==> config.mk <==
export PLATFORM = sky130hd
export DESIGN_NAME = branch_resolve_queue
export DESIGN_NICKNAME = d
export VERILOG_FILES = /design/src/rtl/branch_resolve_queue_pkg.sv /design/src/rtl/branch_resolve_queue_outcome_check.sv /design/src/rtl/branch_resolve_queue.sv
export SDC_FILE = /design/constraint.sdc
export NUM_CORES = 1
export LEC_CHECK = 0
export CAP_MARGIN = 10
export CORE_MARGIN = 2
export CORE_UTILIZATION = 53
export CTS_CLUSTER_DIAMETER = 40
export DETAILED_ROUTE_END_ITERATION = 8
export GPL_TIMING_DRIVEN = 0
export PLACE_DENSITY_LB_ADDON = 0.05
export SYNTH_ARGS = -nofsm -noshare
export SYNTH_HDL_FRONTEND = slang
export SYNTH_SLANG_ARGS = --single-unit
==> constraint.sdc <==
create_clock -name clk -period 16.1 [get_ports clk]
set_input_delay 4.83 -clock clk [delete_from_list [all_inputs] [get_ports clk]]
set_output_delay 4.83 -clock clk [all_outputs]
set_load 0.03 [all_outputs]
==> src/rtl/branch_resolve_queue_pkg.sv <==
// Shared types for the branch resolve queue.
//   datapath_mux_types      : predictmux_t, the predicted-direction encoding
//   rv32i_types             : rv32i_word and brq_entry_t (pc, dir, target)
//   branch_resolve_queue_pkg: queue-local constants
// No ports; these packages are imported by the queue, its outcome checker
// and the bench.

package datapath_mux_types;
    typedef enum logic {
        nottaken = 1'b0,
        taken    = 1'b1
    } predictmux_t;
endpackage

package rv32i_types;
    import datapath_mux_types::*;

    typedef logic [31:0] rv32i_word;

    typedef struct packed {
        rv32i_word   pc;
        predictmux_t dir;
        rv32i_word   target;
    } brq_entry_t;
endpackage

package branch_resolve_queue_pkg;
    import rv32i_types::*;

    localparam int        BRQ_DEPTH_DEFAULT = 8;
    // Size of one RV32I instruction; the fall-through PC is pc + INSTR_BYTES.
    localparam rv32i_word INSTR_BYTES       = 32'd4;
endpackage

==> src/rtl/branch_resolve_queue_outcome_check.sv <==
// brq_outcome_check: combinational comparison of one queued prediction
// against the actual branch outcome from EX.
// Ports:
//   entry          in  : queued prediction (pc, dir, target)
//   resolve_taken  in  : actual direction
//   resolve_target in  : actual target when taken
//   dir_fail       out : predicted direction differs from actual
//   mispredict     out : direction miss, or taken-taken with a wrong target
//   redirect_pc    out : correct next PC (target if taken, else pc+4, wrapping)

module brq_outcome_check
    import datapath_mux_types::*;
    import rv32i_types::*;
    import branch_resolve_queue_pkg::*;
(
    input  brq_entry_t entry,
    input  logic       resolve_taken,
    input  rv32i_word  resolve_target,
    output logic       dir_fail,
    output logic       mispredict,
    output rv32i_word  redirect_pc
);
    logic pred_taken;
    logic target_miss;

    assign pred_taken  = (entry.dir == taken);
    assign dir_fail    = (pred_taken != resolve_taken);
    // A target miss is only meaningful when both prediction and outcome are taken;
    // it redirects the pipeline but is not reported as a direction failure.
    assign target_miss = resolve_taken && pred_taken && (entry.target != resolve_target);
    assign mispredict  = dir_fail || target_miss;
    assign redirect_pc = resolve_taken ? resolve_target : (entry.pc + INSTR_BYTES);
endmodule

==> src/rtl/branch_resolve_queue.sv <==
// branch_resolve_queue: in-order FIFO of in-flight conditional-branch
// predictions. Fetch pushes one entry per predicted branch; EX resolves the
// oldest one, which drives the predictor update port and, on a miss, a
// one-cycle redirect pulse while all younger (wrong-path) entries are flushed.
//
// Optional build macro: BRQ_STATS_EN enables saturating resolved-branch and
// misprediction counters; without it stat_* are tied to 0.
//
// Ports:
//   clk, rst            : clock, synchronous active-high reset
//   push, push_pc, push_dir, push_target : fetch-side enqueue
//   full, empty, count  : occupancy
//   resolve_valid, resolve_taken, resolve_target : EX-side resolve of head
//   upd_en, upd_pc, upd_failed : predictor update (registered, 1-cycle latency)
//   mispredict, redirect_pc    : flush/redirect (registered, 1-cycle latency)
//   resolve_err         : sticky, resolve seen while empty
//   stat_branches, stat_mispredicts : statistics counters
//
// Handshake: push is accepted when !full, or when the head pops in the same
// cycle; a push that is refused is dropped, so fetch must stall on full.
// resolve_valid has no ready: it always pops the head when one exists.

module branch_resolve_queue
    import datapath_mux_types::*;
    import rv32i_types::*;
    import branch_resolve_queue_pkg::*;
#(
    parameter  int DEPTH = BRQ_DEPTH_DEFAULT,
    localparam int PTR_W = $clog2(DEPTH)
) (
    input  logic              clk,
    input  logic              rst,
    input  logic              push,
    input  rv32i_word         push_pc,
    input  predictmux_t       push_dir,
    input  rv32i_word         push_target,
    output logic              full,
    output logic              empty,
    output logic [PTR_W:0]    count,
    input  logic              resolve_valid,
    input  logic              resolve_taken,
    input  rv32i_word         resolve_target,
    output logic              upd_en,
    output rv32i_word         upd_pc,
    output logic              upd_failed,
    output logic              mispredict,
    output rv32i_word         redirect_pc,
    output logic              resolve_err,
    output logic [31:0]       stat_branches,
    output logic [31:0]       stat_mispredicts
);
    localparam logic [PTR_W-1:0] PTR_ONE = {{(PTR_W-1){1'b0}}, 1'b1};
    localparam logic [PTR_W:0]   CNT_ONE = {{PTR_W{1'b0}}, 1'b1};

    brq_entry_t       mem [DEPTH];
    logic [PTR_W-1:0] head;
    logic [PTR_W-1:0] tail;

    brq_entry_t head_entry;
    brq_entry_t push_entry;
    logic       pop;
    logic       flush;
    logic       push_ok;
    logic       chk_dir_fail;
    logic       chk_mispredict;
    rv32i_word  chk_redirect_pc;

    assign full       = (count == (PTR_W+1)'(DEPTH));
    assign empty      = (count == '0);
    assign head_entry = mem[head];
    assign push_entry = '{pc: push_pc, dir: push_dir, target: push_target};

    brq_outcome_check u_check (
        .entry          (head_entry),
        .resolve_taken  (resolve_taken),
        .resolve_target (resolve_target),
        .dir_fail       (chk_dir_fail),
        .mispredict     (chk_mispredict),
        .redirect_pc    (chk_redirect_pc)
    );

    assign pop     = resolve_valid && !empty;
    // Everything younger than a mispredicted branch is wrong-path, including
    // a branch fetch tries to push in the same cycle.
    assign flush   = pop && chk_mispredict;
    assign push_ok = push && (!full || pop) && !flush;

    // Entry storage carries no reset; validity is tracked by count alone.
    always_ff @(posedge clk) begin
        if (!rst && push_ok) begin
            mem[tail] <= push_entry;
        end
    end

    always_ff @(posedge clk) begin
        if (rst) begin
            head        <= '0;
            tail        <= '0;
            count       <= '0;
            upd_en      <= 1'b0;
            upd_pc      <= '0;
            upd_failed  <= 1'b0;
            mispredict  <= 1'b0;
            redirect_pc <= '0;
            resolve_err <= 1'b0;
        end else begin
            upd_en     <= pop;
            mispredict <= flush;
            if (pop) begin
                head        <= head + PTR_ONE;
                upd_pc      <= head_entry.pc;
                upd_failed  <= chk_dir_fail;
                redirect_pc <= chk_redirect_pc;
            end
            if (resolve_valid && empty) begin
                resolve_err <= 1'b1;
            end
            if (flush) begin
                tail  <= head + PTR_ONE;
                count <= '0;
            end else begin
                if (push_ok) begin
                    tail <= tail + PTR_ONE;
                end
                if (push_ok && !pop) begin
                    count <= count + CNT_ONE;
                end else if (!push_ok && pop) begin
                    count <= count - CNT_ONE;
                end
            end
        end
    end

`ifdef BRQ_STATS_EN
    always_ff @(posedge clk) begin
        if (rst) begin
            stat_branches    <= '0;
            stat_mispredicts <= '0;
        end else begin
            if (pop && (stat_branches != 32'hFFFF_FFFF)) begin
                stat_branches <= stat_branches + 32'd1;
            end
            if (flush && (stat_mispredicts != 32'hFFFF_FFFF)) begin
                stat_mispredicts <= stat_mispredicts + 32'd1;
            end
        end
    end
`else
    assign stat_branches    = '0;
    assign stat_mispredicts = '0;
`endif
endmodule

==> results of run 1 <==
kinds of logic (layout without fill, tap and decap cells):
logic type,after synthesis,after routing
AO/OA/AOI/OAI,156,156
XOR/XNOR,58,58
adder cells (fa/ha/maj),7,7
buffers and inverters,145,555
flip-flops,601,601
multiplexers,219,219
other,1,64
AND/OR/NAND/NOR,204,204
sequential cells by signal (all words and copies together), names as in the netlist, named ones only:
signal and flops:
tail 3, upd_pc 32, upd_en 1, count 4, resolve_err 1, mispredict 1
mem 520, upd_failed 1, head 3, redirect_pc 32
through the flow:
step                hold slack, ps  setup slack, ps  power, mW  utilization, %
global route                   486             7160       5.09            67.4
global placement               454            -6190       3.19            59.7
CTS                            471             7390       4.94            67.4
detailed placement             458             6760       3.21            61.5
floorplan                      454             3010       2.72               -
finish                         467             7300       4.92            67.4
layer usage:
metal	track usage [%]	vias up
met3	5.53	98
met1	37.6	7121
met5	0	-
li1	-	6219
met4	9.43	0
met2	41.6	641
where the power goes:
part	leakage [nW]	switching (mW)	internal, mW
combinational	3.81	0.711	0.504
clock	1.30	0.674	1.06
sequential	5.36	0.108	1.86
total	10.5	1.49	3.43
path summary, 6_finish.rpt:
kind	start	endpoint
worst min-delay path	resolve_err	resolve_err
worst max-delay path	resolve_target[22]	mem[2][15]
worst min register to register	resolve_err	resolve_err
worst max register to register	flop	mem[2][15]
final cells by class:
class / count / area [um^2] / area share, %
sequential: 601 / 17200 / 56.4
clock buffer: 100 / 2200 / 7.20
buffer: 138 / 928 / 3.04
inverter: 7 / 26.3 / 0.0859
timing repair buffer: 265 / 2540 / 8.32
clock inverter: 45 / 448 / 1.47
multi-input combinational: 708 / 6440 / 21.1
tap: 600 / 751 / 2.46
synth_stat cells, drive strengths merged (2+ instances only):
library cell | number | area [um^2]
mux2 | 7 | 78.8
and2 | 2 | 12.5
nor3 | 11 | 60.1
or3 | 3 | 18.8
a21oi | 29 | 145
o211ai | 7 | 66.3
a21o | 3 | 22.5
inv | 7 | 26.3
nand4b | 2 | 17.5
clkbuf | 35 | 131
buf | 103 | 797
nand2 | 45 | 169
and3 | 17 | 106
xnor2 | 25 | 219
edfxtp | 520 | 15600
nor2 | 73 | 274
nor4 | 13 | 87.6
dfxtp | 81 | 1620
nand3 | 8 | 40.0
nand4 | 4 | 25.0
ha | 6 | 75.1
o21ai | 24 | 120
mux4 | 98 | 2280
o211a | 3 | 30.0
nand2b | 5 | 31.3
nor2b | 5 | 31.3
a22oi | 32 | 240
a211oi | 43 | 323
nand3b | 13 | 97.6
xor2 | 33 | 289
mux2i | 114 | 1140
o22ai | 11 | 68.8
critical path, delay by kind of cell:
family | cells | cell delay (ps)
AO/OA/AOI/OAI | 1 | 110
AND/OR/NAND/NOR | 4 | 1840
XOR/XNOR | 1 | 220
buffers and inverters | 9 | 2110
==> results_dict.tcl, run 1 <==
set metrics [dict create \
    die_w_um 218 \
    setup_violations 0 \
    cts_tree "yes" \
    setup-tns-final_ps 0 \
    final_common_cell "edfxtp_1" \
    die_area_um2 47700 \
    fin_skew_ps 22.7 \
    drc_errors 0 \
    area_growth_pct 25.6 \
    grt_usage_pct 26.7 \
    async_flop_share_pct 0 \
    antenna_found_initial 0 \
    wl_met2_um 29600 \
    drv_slew 0 \
    fin_crit_ps 8800 \
    hold_depth 2 \
    final_cell_count_no_fill 2464 \
    hpwl_um 45600 \
    htreeDepth 3 \
    r2r_setup_slack_ps 9920 \
    die_h_um 218 \
    end_kind "flop" \
    maxCapViolations 0 \
    drt_wl_total_um 62700 \
    fp-row-count 78 \
    arrival_ps 9120 \
    hold_viol 0 \
    muxShareOfSynthArea_pct 14.4 \
    timing.fmax_mhz 114 \
    drive_gt1_share_pct 22.1 \
    grt_pass1_vias 14000 \
    rr_worst_depth 19 \
    ir_worst_vdd_uv 129 \
    grt_pass1_wl_um 91300 \
    layout_common_cells "edfxtp_1, clkdlybuf4s50_1, buf_4" \
    topRoutingLayerUsed "met4" \
    ant_nets 0 \
    synth-simple-area-share_pct 4.10 \
    fin_nets 1909 \
    placedCellCount 2319 \
    synth_compound_area_share_pct 4.30 \
    worst_skew_pair.late_latency_ps 610 \
    path_common_cell "buf_4" \
    synth_cells 1391 \
    synth_cell_type_count 50 \
    grt_overflow 0 \
    cts_inserted_buffers 79 \
    cts_setup_buffers 0 \
    firstDrtPassIters 7 \
    synth_area_um2 24300 \
    wirelength_met1_um 26000 \
    drt_iter0_drc 1468 \
    yosysSeqAreaShare_pct 70.8 \
    avgRoutedWirePerCell_um 25.4 \
    core-area_um2 45400 \
    placed_area_um2 27900 \
    place.gp.congestion 0.842 \
    cp.required_ps 16420 \
    io_pins 240 \
    startpoint_type "input pin" \
    timing.slew.headroom_pct 31.8 \
    path_cells "clkdlybuf4s50_1 -> xor2_1 -> nand4_1 -> nor4_1 -> and4_4 -> o211ai_4 -> buf_6 -> nor4_2 -> buf_4 -> buf_4 -> buf_4 -> buf_4 -> buf_4 -> buf_4 -> buf_4" \
    ys.flop_type "edfxtp_1" \
    rsz0062_at_grt "false" \
    cpPeakStageDelay_ps 700 \
    fillers 3153 \
    syn-mean-instance-area_um2 17.5 \
    yosys_warnings 0 \
    post_synth_fa_ha_maj_area_fraction_pct 0.391 \
    crit_fanout 10 \
    initial_core_util_pct 53.6 \
    cpMaxStageDelayCell "nor4_2" \
    routed_via_density 5.71 \
    power_density_nw_per_um2 161 \
    port_buffers 174 \
    numClockSinks 601 \
    post-route-cell-area_um2 30600 \
    cts.clk_slew.worst_paths_ps 50 \
    cts_max_path_buffers 3 \
    synth_xor_area_share_pct 2.09 \
    period_share_pct 54.7 \
    critical_path_class "input pin to flop" \
    root_buffer "clkbuf_16" \
    vias 14100 \
    cts_hold_buf 0 \
    status "finished, final reports clean" \
    cts_resized 0 \
    grt_max_degree 16 \
    antenna_cells 0 \
    hold_path.class "flop to flop" \
    synth_edf_count 520 \
    p_leak_nw 10.5 \
    wl_met3_um 5180 \
    synth_top_family_by_area "multiplexers" \
    tightestPinTransition_ps 1010 \
    synth_seq_cells 601 \
]
(Power assumes the default switching activity.)
==> run 2, diff against run 1 <==
- CORE_UTILIZATION: 53 -> 51
- clock period: 16.1 -> 7.3 ns (I/O delays scaled with it)
==> run 2 against run 1 <==
Non-clock buffer count decreased by 4. Cell count increased by 0.65%. Largest cell class unchanged. Clock-buffer cell count shrank 8. Worst setup slack lost 6100 ps. Worst hold slack gained 3.1 ps. Sequential share of layout area decreased by 0.24 points. Sequential power up 120%. Register-to-register slack worse by 8600 ps. Clock skew grew 0.91 ps. Clock power increased by 130%. Critical path depth is 3 lower. First-iteration DRC count about the same.
==> results_dict.tcl, run 2 (synthesis gave the netlist of run 1 again) <==
set metrics [dict create \
    r2r-end "mem[6][6]" \
    fin_nets 1908 \
    hold_viol 0 \
    cts_resized 0 \
    drt_iter0_drc 1469 \
    final_cell_count_no_fill 2480 \
    rr_worst_depth 15 \
    die_h_um 222 \
    antenna_found_initial 1 \
    startpoint_type "input pin" \
    use_met1_pct 37.5 \
    grt_overflow 0 \
    antenna_cells 0 \
    grt_usage_pct 25.6 \
    setup-tns-final_ps 0 \
    die_area_um2 49500 \
    min_delay_worst_endpoint "resolve_err" \
    ir_worst_vdd_uv 218 \
    firstDrtPassIters 5 \
    grt_pass1_vias 13900 \
    grt_max_degree 14 \
    fin_skew_ps 23.6 \
    p_leak_nw 10.5 \
    drv_slew 0 \
    timing.fmax_mhz 163 \
    crit_family "simple AND/OR/NAND/NOR gates" \
    cts_inserted_buffers 82 \
    routed_via_density 5.65 \
    io_pins 240 \
    met2_usage_pct 40.2 \
    tightestPinTransition_ps 1160 \
    port_buffers 174 \
    placedCellCount 2330 \
    hold_depth 2 \
    grt_pass1_wl_um 91700 \
    status "finished, final reports clean" \
    drt_wl_total_um 62700 \
    cts_max_path_buffers 3 \
    reg_top3 "mem: 520 flops, redirect_pc: 32 flops, upd_pc: 32 flops" \
    worst_skew_pair.late_latency_ps 620 \
    post-route-cell-area_um2 30700 \
    place.gp.congestion 0.841 \
    hold_start "resolve_err" \
    period_share_pct 84.2 \
    final_common_cell "edfxtp_1" \
    layout_common_cells "edfxtp_1, clkdlybuf4s50_1, buf_4" \
    root_buffer "clkbuf_16" \
    largest_reg_flops 520 \
    setup_violations 0 \
    cpPeakStageDelay_ps 980 \
    ant_nets 0 \
    timing.slew.headroom_pct 22.0 \
    avgRoutedWirePerCell_um 25.3 \
    initial_core_util_pct 51.3 \
    cp.required_ps 7610 \
    maxCapViolations 0 \
    cpMaxStageDelayCell "nor4_2" \
    use_met3_pct 4.83 \
    fin_crit_ps 6150 \
    placed_area_um2 28000 \
    cts.clk_slew.worst_paths_ps 50 \
    rsz0062_at_grt "false" \
    top_usage_layer "met2" \
    area_growth_pct 26.1 \
    core-area_um2 47400 \
    hpwl_um 45300 \
    top_register "mem" \
    critical_path_class "input pin to flop" \
    path_common_cell "buf_4" \
    drive_gt1_share_pct 22.3 \
    fp-row-count 80 \
    cts_tree "yes" \
    cts_setup_buffers 0 \
    power_mw 10.9 \
    hold_path.class "flop to flop" \
    numClockSinks 601 \
    cts_hold_buf 0 \
    end_kind "flop" \
    drc_errors 0 \
    r2r_setup_slack_ps 1300 \
    path_cells "clkdlybuf4s50_1 -> xor2_1 -> nand4_1 -> nor4_1 -> and4_4 -> o211ai_4 -> buf_6 -> nor4_2 -> buf_4 -> buf_4 -> buf_6 -> buf_4" \
    die_w_um 222 \
    arrival_ps 6460 \
    crit_fanout 10 \
    critPathBufInv 6 \
    vias 14000 \
    power_density_nw_per_um2 356 \
    htreeDepth 3 \
]
[run 2: cell types whose count changed in the layout (fill, tap and decap cells not counted), sizes merged]
| cell | before | now |
|---|---|---|
| inv | 27 | 21 |
| buf | 194 | 190 |
| clkinvlp | 4 | 9 |
| clkinv | 16 | 28 |
| clkbuf | 135 | 127 |
| bufinv | 5 | 7 |
[run 2: cell type report]
class                           instances  area (um^2)
Fill cell                            3436        16700
Clock inverter                         58          597
Inverter                                7         26.3
Tap cell                              615          769
Multi-Input combinational cell        708         6450
Buffer                                138          928
Sequential cell                       601        17200
Clock buffer                           92         2140
Timing Repair Buffer                  261         2560
[run 2: tightest hold or removal path: cells and delay by family (launching register included)]
family	cells	cell delay (ps)
AO/OA/AOI/OAI	1	40
flip-flops	1	320
AND/OR/NAND/NOR	1	70
[run 2: power breakdown]
part           internal (mW)  switching [mW]  leakage [nW]
clock                   2.40            1.53          1.33
combinational           1.12            1.56          3.81
sequential              4.10           0.238          5.36
[run 2: per-layer routing]
layer | up-vias | routed length, um
li1 | 6220 | -
met1 | 7176 | 27500
met2 | 544 | 29600
met3 | 73 | 4570
met4 | 2 | 1010
met5 | - | 16
[run 2: how the worst max path moves through the flow]
| stage | depth (start not counted) | start | to | slack [ps] |
|---|---|---|---|---|
| after global placement | 8 | resolve_target[22] | mem[6][5] | -11880 |
| after CTS | 16 | flop | mem[6][51] | 1310 |
| after global routing | 16 | flop | mem[6][20] | 1160 |
| final | 12 | resolve_target[22] | mem[6][6] | 1150 |
| after floorplan | 7 | resolve_target[21] | mem[6][0] | -2770 |
| after detailed placement | 12 | resolve_target[22] | mem[6][51] | 700 |
[run 2: per-stage QoR]
step	hold slack [ps]	setup slack [ps]	utilization, %
after floorplan	454	-2770	-
after global placement	449	-11880	57.1
after detailed placement	457	700	58.9
after CTS	474	1310	64.7
after global routing	505	1160	64.7
final	471	1150	64.7
